$ cat config.mk
export PLATFORM = sky130hd
export DESIGN_NAME = word_rx_fifo_flat
export DESIGN_NICKNAME = d
export VERILOG_FILES = /design/src/rtl/word_rx_fifo_if.sv /design/src/rtl/word_rx_fifo.sv /design/src/flat_wrapper.sv
export SDC_FILE = /design/constraint.sdc
export NUM_CORES = 1
export LEC_CHECK = 0
export ABC_AREA = 1
export CORE_ASPECT_RATIO = 1.75
export CORE_MARGIN = 2
export CORE_UTILIZATION = 45
export DETAILED_ROUTE_END_ITERATION = 10
export GPL_TIMING_DRIVEN = 1
export HOLD_SLACK_MARGIN = 0.05
export PLACE_DENSITY = 0.71
export SETUP_SLACK_MARGIN = 0.4
export SLEW_MARGIN = 15
export SYNTH_ARGS = -nofsm -noshare
export SYNTH_HDL_FRONTEND = slang
export SYNTH_SLANG_ARGS = --single-unit
export TNS_END_PERCENT = 1
$ cat constraint.sdc
create_clock -name clk -period 2.1 [get_ports clk]
set_input_delay 0.42 -clock clk [delete_from_list [all_inputs] [get_ports clk]]
set_output_delay 0.42 -clock clk [all_outputs]
set_load 0.01 [all_outputs]
$ cat src/rtl/word_rx_fifo_if.sv
// Byte-in / word-out bus of the receive word assembler.
// The producer/consumer side uses master; the assembler uses slave.
interface word_rx_fifo_if #(
    parameter int WORD_BYTES = 4
);
    localparam int FW = (WORD_BYTES > 1) ? $clog2(WORD_BYTES) : 1;

    logic [7:0]              in;
    logic                    byte_done;
    logic                    msb_first;
    logic [8*WORD_BYTES-1:0] out;
    logic                    out_valid;
    logic                    out_ready;
    logic                    overrun;
    logic                    timeout;
    logic [FW-1:0]           fill;

    modport master (
        output in, byte_done, msb_first, out_ready,
        input  out, out_valid, overrun, timeout, fill
    );

    modport slave (
        input  in, byte_done, msb_first, out_ready,
        output out, out_valid, overrun, timeout, fill
    );
endinterface

$ cat src/rtl/word_rx_fifo.sv
// Byte-to-word assembler with per-word byte order and a one-entry output holding register.
// Optional inter-byte timeout is built only when WORD_RX_TIMEOUT_EN is defined.
module word_rx_fifo #(
    parameter int WORD_BYTES     = 4,
    parameter int TIMEOUT_CYCLES = 1000
) (
    input  logic           clk,
    input  logic           rst,
    word_rx_fifo_if.slave  bus
);
    localparam int W  = 8 * WORD_BYTES;
    localparam int FW = (WORD_BYTES > 1) ? $clog2(WORD_BYTES) : 1;
    localparam int CW = $clog2(TIMEOUT_CYCLES);

    logic [W-1:0]  r_acc;
    logic [FW-1:0] r_fill;
    logic          r_order;
    logic [W-1:0]  r_out;
    logic          r_out_valid;
    logic          r_overrun;
    logic          r_timeout;

    logic          w_order;
    logic [W-1:0]  w_word;
    logic          w_complete;
    logic          w_load;
    logic          w_expire;

    // The first byte of a word uses the live order bit; later bytes use the latched one.
    assign w_order    = (r_fill == '0) ? bus.msb_first : r_order;
    assign w_complete = bus.byte_done && (r_fill == FW'(WORD_BYTES - 1));
    assign w_load     = w_complete && (!r_out_valid || bus.out_ready);

    always_comb begin
        w_word = r_acc;
        for (int i = 0; i < WORD_BYTES; i++) begin
            if (bus.byte_done &&
                ((w_order ? (WORD_BYTES - 1 - i) : i) == int'(r_fill)))
                w_word[i*8 +: 8] = bus.in;
        end
    end

`ifdef WORD_RX_TIMEOUT_EN
    logic [CW-1:0] r_cnt;

    assign w_expire = (r_fill != '0) && !bus.byte_done &&
                      (r_cnt == CW'(TIMEOUT_CYCLES - 1));

    always_ff @(posedge clk or posedge rst) begin
        if (rst)
            r_cnt <= '0;
        else if (bus.byte_done || (r_fill == '0) || w_expire)
            r_cnt <= '0;
        else
            r_cnt <= r_cnt + CW'(1);
    end
`else
    logic w_unused_tmo;
    assign w_unused_tmo = (CW > 0);
    assign w_expire     = 1'b0;
`endif

    always_ff @(posedge clk or posedge rst) begin
        if (rst) begin
            r_acc       <= '0;
            r_fill      <= '0;
            r_order     <= 1'b0;
            r_out       <= '0;
            r_out_valid <= 1'b0;
            r_overrun   <= 1'b0;
            r_timeout   <= 1'b0;
        end else begin
            r_overrun <= w_complete && r_out_valid && !bus.out_ready;
            r_timeout <= w_expire;

            if (bus.byte_done) begin
                r_acc  <= w_word;
                r_fill <= w_complete ? '0 : r_fill + FW'(1);
                if (r_fill == '0)
                    r_order <= bus.msb_first;
            end else if (w_expire) begin
                r_fill <= '0;
            end

            if (w_load) begin
                r_out       <= w_word;
                r_out_valid <= 1'b1;
            end else if (r_out_valid && bus.out_ready) begin
                r_out_valid <= 1'b0;
            end
        end
    end

    assign bus.out       = r_out;
    assign bus.out_valid = r_out_valid;
    assign bus.overrun   = r_overrun;
    assign bus.timeout   = r_timeout;
    assign bus.fill      = r_fill;
endmodule

$ cat src/flat_wrapper.sv
// flat-port wrapper written by rule: the top's interface ports become plain ports
module word_rx_fifo_flat 
#(
    parameter int WORD_BYTES     = 4,
    parameter int TIMEOUT_CYCLES = 1000
)
  (clk, rst, bus_in, bus_byte_done, bus_msb_first, bus_out_ready, bus_out, bus_out_valid, bus_overrun, bus_timeout, bus_fill);
  word_rx_fifo_if #(.WORD_BYTES(WORD_BYTES)) bus_i ();
  input  logic clk;
  input  logic rst;
  input wire logic [$bits(bus_i.in)-1:0] bus_in;
  input wire logic [$bits(bus_i.byte_done)-1:0] bus_byte_done;
  input wire logic [$bits(bus_i.msb_first)-1:0] bus_msb_first;
  input wire logic [$bits(bus_i.out_ready)-1:0] bus_out_ready;
  output wire logic [$bits(bus_i.out)-1:0] bus_out;
  output wire logic [$bits(bus_i.out_valid)-1:0] bus_out_valid;
  output wire logic [$bits(bus_i.overrun)-1:0] bus_overrun;
  output wire logic [$bits(bus_i.timeout)-1:0] bus_timeout;
  output wire logic [$bits(bus_i.fill)-1:0] bus_fill;
  assign bus_i.in = bus_in;
  assign bus_i.byte_done = bus_byte_done;
  assign bus_i.msb_first = bus_msb_first;
  assign bus_i.out_ready = bus_out_ready;
  assign bus_out = bus_i.out;
  assign bus_out_valid = bus_i.out_valid;
  assign bus_overrun = bus_i.overrun;
  assign bus_timeout = bus_i.timeout;
  assign bus_fill = bus_i.fill;
  word_rx_fifo #(.WORD_BYTES(WORD_BYTES), .TIMEOUT_CYCLES(TIMEOUT_CYCLES)) u_core (.clk(clk), .rst(rst), .bus(bus_i));
endmodule
==> flow_summary.toml, run 1 <==
[outcome]
run_status = "finished, final reports clean"

[grt]
grt_start_max_net_pins = 70
grt_pass1_wl_mm = 12.0
antenna_found_initial = 0
gr-total-overflow = 0
grt_pass1_vias = 2508
grt_usage_pct = 20.8

[power]
peakVddDrop_v = 0.000878
power_density_mw_per_mm2 = 1590
p_leak_uw = 0.00211

[timing]
slew_viol_final = 0
max_freq_mhz = 596
setup_violations = 0
hold_viol_final = 0
setup_tns_ps = 0
clock_skew_ps = 5.62
period_needed_ps = 1680
fin_crit_sh_pct = 79.9
rsz0062_at_grt = "true"

[worst_hold_path]
holdPathEnd = "u_core.bus.out[12]"
hp-start = "u_core.bus.out[12]"
holdPathStages = 2
holdCritPathClass = "reg -> reg"

[floorplan]
die_area_mm2 = 0.00785
row_count = 40
design.core.area_mm2 = 0.00691
die_h_um = 116
ioPinCount = 50
dieWidth_um = 67.8
initial_core_util_pct = 46.4

[clock_network]
cts_made_buffers = 9
cts.path.max_buffers = 2
cts-root-buf = "clkbuf_16"
cts_tree = "done"
cts_sinks = 69
htreeDepth = 3
postCtsHoldBufs = 0
clkTransAtPathRegs_ps = 50
clock_latency_ps = 330

[synthesis]
yosys-top-cells-count = "101 x nand2_1, 69 x dfrtp_1, 46 x inv_1"
synth_largest_area_cell = "dfrtp_1"
synthCells = 360
syn_nets = 375
ys_seq_elements = 69
yosysMostFrequentCell = "nand2_1"
synth_top_area_share_pct = 53.8
synth_edf_count = 0
synth_cell_types = 22
synth.avg_cell_area_um2 = 8.91
ys_warn_count = 0
syn_area_mm2 = 0.00321
synthTopCellsByArea = "dfrtp_1 54%, nand2_1 12%, and2_1 6.2%"
synth_ff_type = "dfrtp_1"
async_flop_share_pct = 100
synth_sequential_area_ratio_pct = 53.8

[placement]
dpl_cell_area_mm2 = 0.00373
dpl.hpwl_mm = 4.40
numPortBuffers = 48
place.gp.congestion = 0.752

[worst_setup_path]
cp_slowest_stage_delay_ps = 550
crit_chain = "clkdlybuf4s50_1"
r2r_start = "u_core.bus.fill[0]"
ff2ff_path_depth = 8
crit_required_ps = 1680
crit_path_end_kind = "primary output"
critical_path.top_delay_family = "buffers and inverters"
path_class = "reg -> out"
slowest_stage = "clkdlybuf4s50_1"
r2r-end = "u_core.r_acc[17]"
cp.arrival_ps = 1260
critPathBufInv = 1
crit_path_start_kind = "flop"
r2r_slack_ps = 480
path_max_fanout = 2

[routing]
routed_wl_mm = 7.47
firstDrtPassIters = 4
vias = 2583
drtIter0Drc = 189
drc_errors = 0
antenna_left = 0
routedWlPerCell_um = 14.7
viasPerCell = 5.07

[final_layout]
multi_input_area_mm2 = 0.00127
fill_cells = 582
design_area_mm2 = 0.00423
areaGrowthSynthToFinish_pct = 31.9
diodes = 0
drive_gt1_share_pct = 12.9
ff_latch_area_mm2 = 0.00173
nets = 436
final_util_pct = 61.3

[job]
drv_cap = 0
logic make-up (layout without fill, tap and decap cells):
logic type | after synthesis | in the layout | synth area share [%]
AO/OA/AOI/OAI | 4 | 4 | 0.741
adder cells (fa/ha/maj) | 2 | 2 | 0.780
buffers and inverters | 64 | 127 | 9.48
AND/OR/NAND/NOR | 220 | 222 | 35.1
flip-flops | 69 | 69 | 53.8
other | 1 | 1 | 0.117
timing repair:
action	CTS	global route
cloned	2	0
setup buffers	10	3
pin swaps	4	3
resized for setup	13	8
setup endpoints to repair	67	65
per-stage QoR:
stage	worst slack, ps	power [uW]	hold slack (ps)	instances
after floorplan	449	3950	510	360
after global placement	173	4780	466	479
after detailed placement	151	4830	464	479
after CTS	390	6650	481	506
after global routing	359	7150	501	509
final	423	6710	477	509
sequential cells by signal, indices dropped and copies added (netlist names):
register,count
u_core.bus.out_valid,1
u_core.bus.out,32
u_core.r_acc,32
u_core.r_order,1
u_core.bus.overrun,1
u_core.bus.fill,2
area by class of cell:
cell class / count / share of cell area, %
Tap cell: 84 / 2.48
Inverter: 48 / 4.46
Clock buffer: 13 / 5.91
Timing Repair Buffer: 64 / 16.1
Sequential cell: 69 / 40.8
Multi-Input combinational cell: 229 / 30.0
Clock inverter: 2 / 0.236
cells in the final DEF, fill, tap and decap left out, drive strengths merged:
master           n
clkdlybuf4s50   46
conb             1
o21ai            2
nor2             2
nand2          113
dfrtp           69
clkbuf          13
nand4           32
clkinv           2
dlymetal6s2s     1
nand3           43
a21oi            2
ha               2
dlygate4sd2      1
buf             16
inv             47
and2            32
clkinvlp         1
where the power goes:
part	total, uW	internal, uW	switching (uW)
combinational	3150	1500	1650
clock	1340	821	522
sequential	2220	1940	271
worst max-delay path by stage:
| stage | slack (ps) | endpoint | from | cells after the start |
|---|---|---|---|---|
| after floorplan | 450 | u_core.r_acc[10] | u_core.bus.fill[1] | 9 |
| after global placement | 170 | u_core.bus.out[4] | bus_msb_first | 9 |
| after detailed placement | 150 | u_core.bus.out[4] | bus_msb_first | 9 |
| after CTS | 390 | u_core.r_acc[9] | u_core.bus.fill[1] | 10 |
| after global routing | 360 | u_core.r_acc[23] | u_core.bus.fill[0] | 8 |
| final | 420 | bus_out[3] | u_core.bus.out[3] | 1 |
metal layers:
metal	share of wire, %	GRT usage (%)	vias to the layer above	routed length (um)
li1	-	-	1266	-
met1	41	24.9	1234	3080
met2	52	34.8	72	3920
met3	4.0	5.44	11	302
met4	2.1	8.67	0	160
met5	0	0	-	0
Note: power is estimated with default switching activity, not from simulation.
==> run 2: changes to the inputs <==
--- a/config.mk
+++ b/config.mk
@@ -12,7 +12,7 @@
 export DETAILED_ROUTE_END_ITERATION = 10
 export GPL_TIMING_DRIVEN = 1
 export HOLD_SLACK_MARGIN = 0.05
-export PLACE_DENSITY = 0.71
+export PLACE_DENSITY = 0.69
 export SETUP_SLACK_MARGIN = 0.4
 export SLEW_MARGIN = 15
 export SYNTH_ARGS = -nofsm -noshare
==> constraint.sdc (replaced) <==
create_clock -name clk -period 1.7 [get_ports clk]
set_input_delay 0.34 -clock clk [delete_from_list [all_inputs] [get_ports clk]]
set_output_delay 0.34 -clock clk [all_outputs]
set_load 0.01 [all_outputs]
==> flow_summary.toml, run 2 (synthesized netlist as in run 1, its figures left out) <==
[power]
power_density_mw_per_mm2 = 1990
p_leak_uw = 0.00217
peakVddDrop_v = 0.00119

[routing]
drc_errors = 0
routedWlPerCell_um = 15.6
routed_wl_mm = 8.04
drtIter0Drc = 236
vias = 2660
viasPerCell = 5.17
antenna_left = 0
firstDrtPassIters = 4

[timing]
rsz0062_at_grt = "true"
hold_viol_final = 0
setup_violations = 0
fin_crit_sh_pct = 94.9
slew_viol_final = 0
setup_ws_ps = 86.5
max_freq_mhz = 620
clock_skew_ps = 9.28
period_needed_ps = 1610

[grt]
antenna_found_initial = 0
grt_pass1_wl_mm = 13.2
grt_start_max_net_pins = 43
grt_pass1_vias = 2655
grt_usage_pct = 23.1
gr-total-overflow = 0

[floorplan]
die_area_mm2 = 0.00785
row_count = 40
initial_core_util_pct = 46.4
die_h_um = 116
design.core.area_mm2 = 0.00691
dieWidth_um = 67.8
ioPinCount = 50

[clock_network]
postCtsHoldBufs = 0
cts_made_buffers = 9
clock_latency_ps = 340
cts_tree = "done"
cts-root-buf = "clkbuf_16"
clkTransAtPathRegs_ps = 60
htreeDepth = 3
cts.path.max_buffers = 2
cts_sinks = 69

[placement]
dpl.hpwl_mm = 4.87
pre_cts_ws_ps = -186
place.gp.congestion = 0.787
numPortBuffers = 48
dpl_cell_area_mm2 = 0.00381

[worst_setup_path]
r2r_start = "u_core.bus.fill[0]"
r2r_slack_ps = 90
cp.arrival_ps = 1830
crit_start = "bus_msb_first"
crit_path_end_kind = "flop"
crit_required_ps = 1920
r2r-end = "u_core.r_acc[28]"
crit_path_end = "u_core.r_acc[28]"
path_class = "in -> reg"
crit_path_start_kind = "primary input"
path_max_fanout = 8
ff2ff_path_depth = 8

[final_layout]
drive_gt1_share_pct = 17.9
mostFrequentLayoutCells = "92 x nand2_1, 69 x dfrtp_1, 43 x inv_1"
areaGrowthSynthToFinish_pct = 38.8
design_area_mm2 = 0.00445
nets = 441
layout_commonest_cell = "nand2_1"
diodes = 0

[job]
drv_cap = 0

[outcome]
run_status = "finished, final reports clean"

[worst_hold_path]
holdCritPathClass = "in -> async"
run 2: power breakdown:
| group | leakage, uW | internal (uW) | switching, uW |
|---|---|---|---|
| Sequential | 0.000794 | 2400 | 327 |
| Clock | 0.000156 | 1360 | 670 |
| Combinational | 0.00122 | 1770 | 2330 |
| Total | 0.00217 | 5540 | 3330 |
run 2: worst min path at each step:
stage,from,to,cells past startpoint
2_1_floorplan,rst,u_core.bus.fill[0],1
3_3_place_gp,u_core.bus.out[10],u_core.bus.out[10],2
3_5_place_dp,u_core.bus.out[23],u_core.bus.out[23],2
4_1_cts,rst,u_core.bus.fill[1],2
5_1_grt,rst,u_core.bus.fill[1],2
6_report,rst,u_core.bus.fill[1],2
run 2: critical path, cell delays in order:
cell and delay [ps]:
clkdlybuf4s50_1 540, inv_1 100, nand2_4 170, nand3_4 180, nand2_4 150, nand4_1 150
and2_1 200
run 2: cell type report:
cell class	instances	area, um2
Fill cell	576	2450
Sequential cell	69	1730
Multi-Input combinational cell	234	1480
Timing Repair Buffer	64	631
Clock buffer	13	260
Inverter	48	186
Tap cell	84	105
Clock inverter	3	67.6
run 2: repair_timing:
| item | in CTS | in global routing |
|---|---|---|
| resized for setup | 55 | 5 |
| pin swaps | 14 | 7 |
| cloned | 7 | 0 |
| setup endpoints to repair | 100 | 101 |
| setup buffers | 3 | 0 |
run 2: through the flow:
| stage | cells | hold slack (ps) | total power [uW] | util (%) | setup TNS (ps) |
|---|---|---|---|---|---|
| after detailed placement | 489 | 464 | 6050 | 55.1 | -8140 |
| after CTS | 515 | 334 | 8800 | 64.2 | 0 |
| after global routing | 515 | 383 | 9400 | 64.5 | 0 |
| after global placement | 489 | 462 | 5950 | 55.1 | -6180 |
| final | 515 | 329 | 8860 | 64.5 | 0 |
| after floorplan | 360 | 503 | 4880 | - | 0 |
run 2: metal layers:
metal  wire (um)  up-vias  track usage [%]
met5           0        -                0
met3         418       22             4.17
met1        3080     1268             28.9
li1            -     1282                -
met2        4300       88             37.5
met4         249        0             12.1
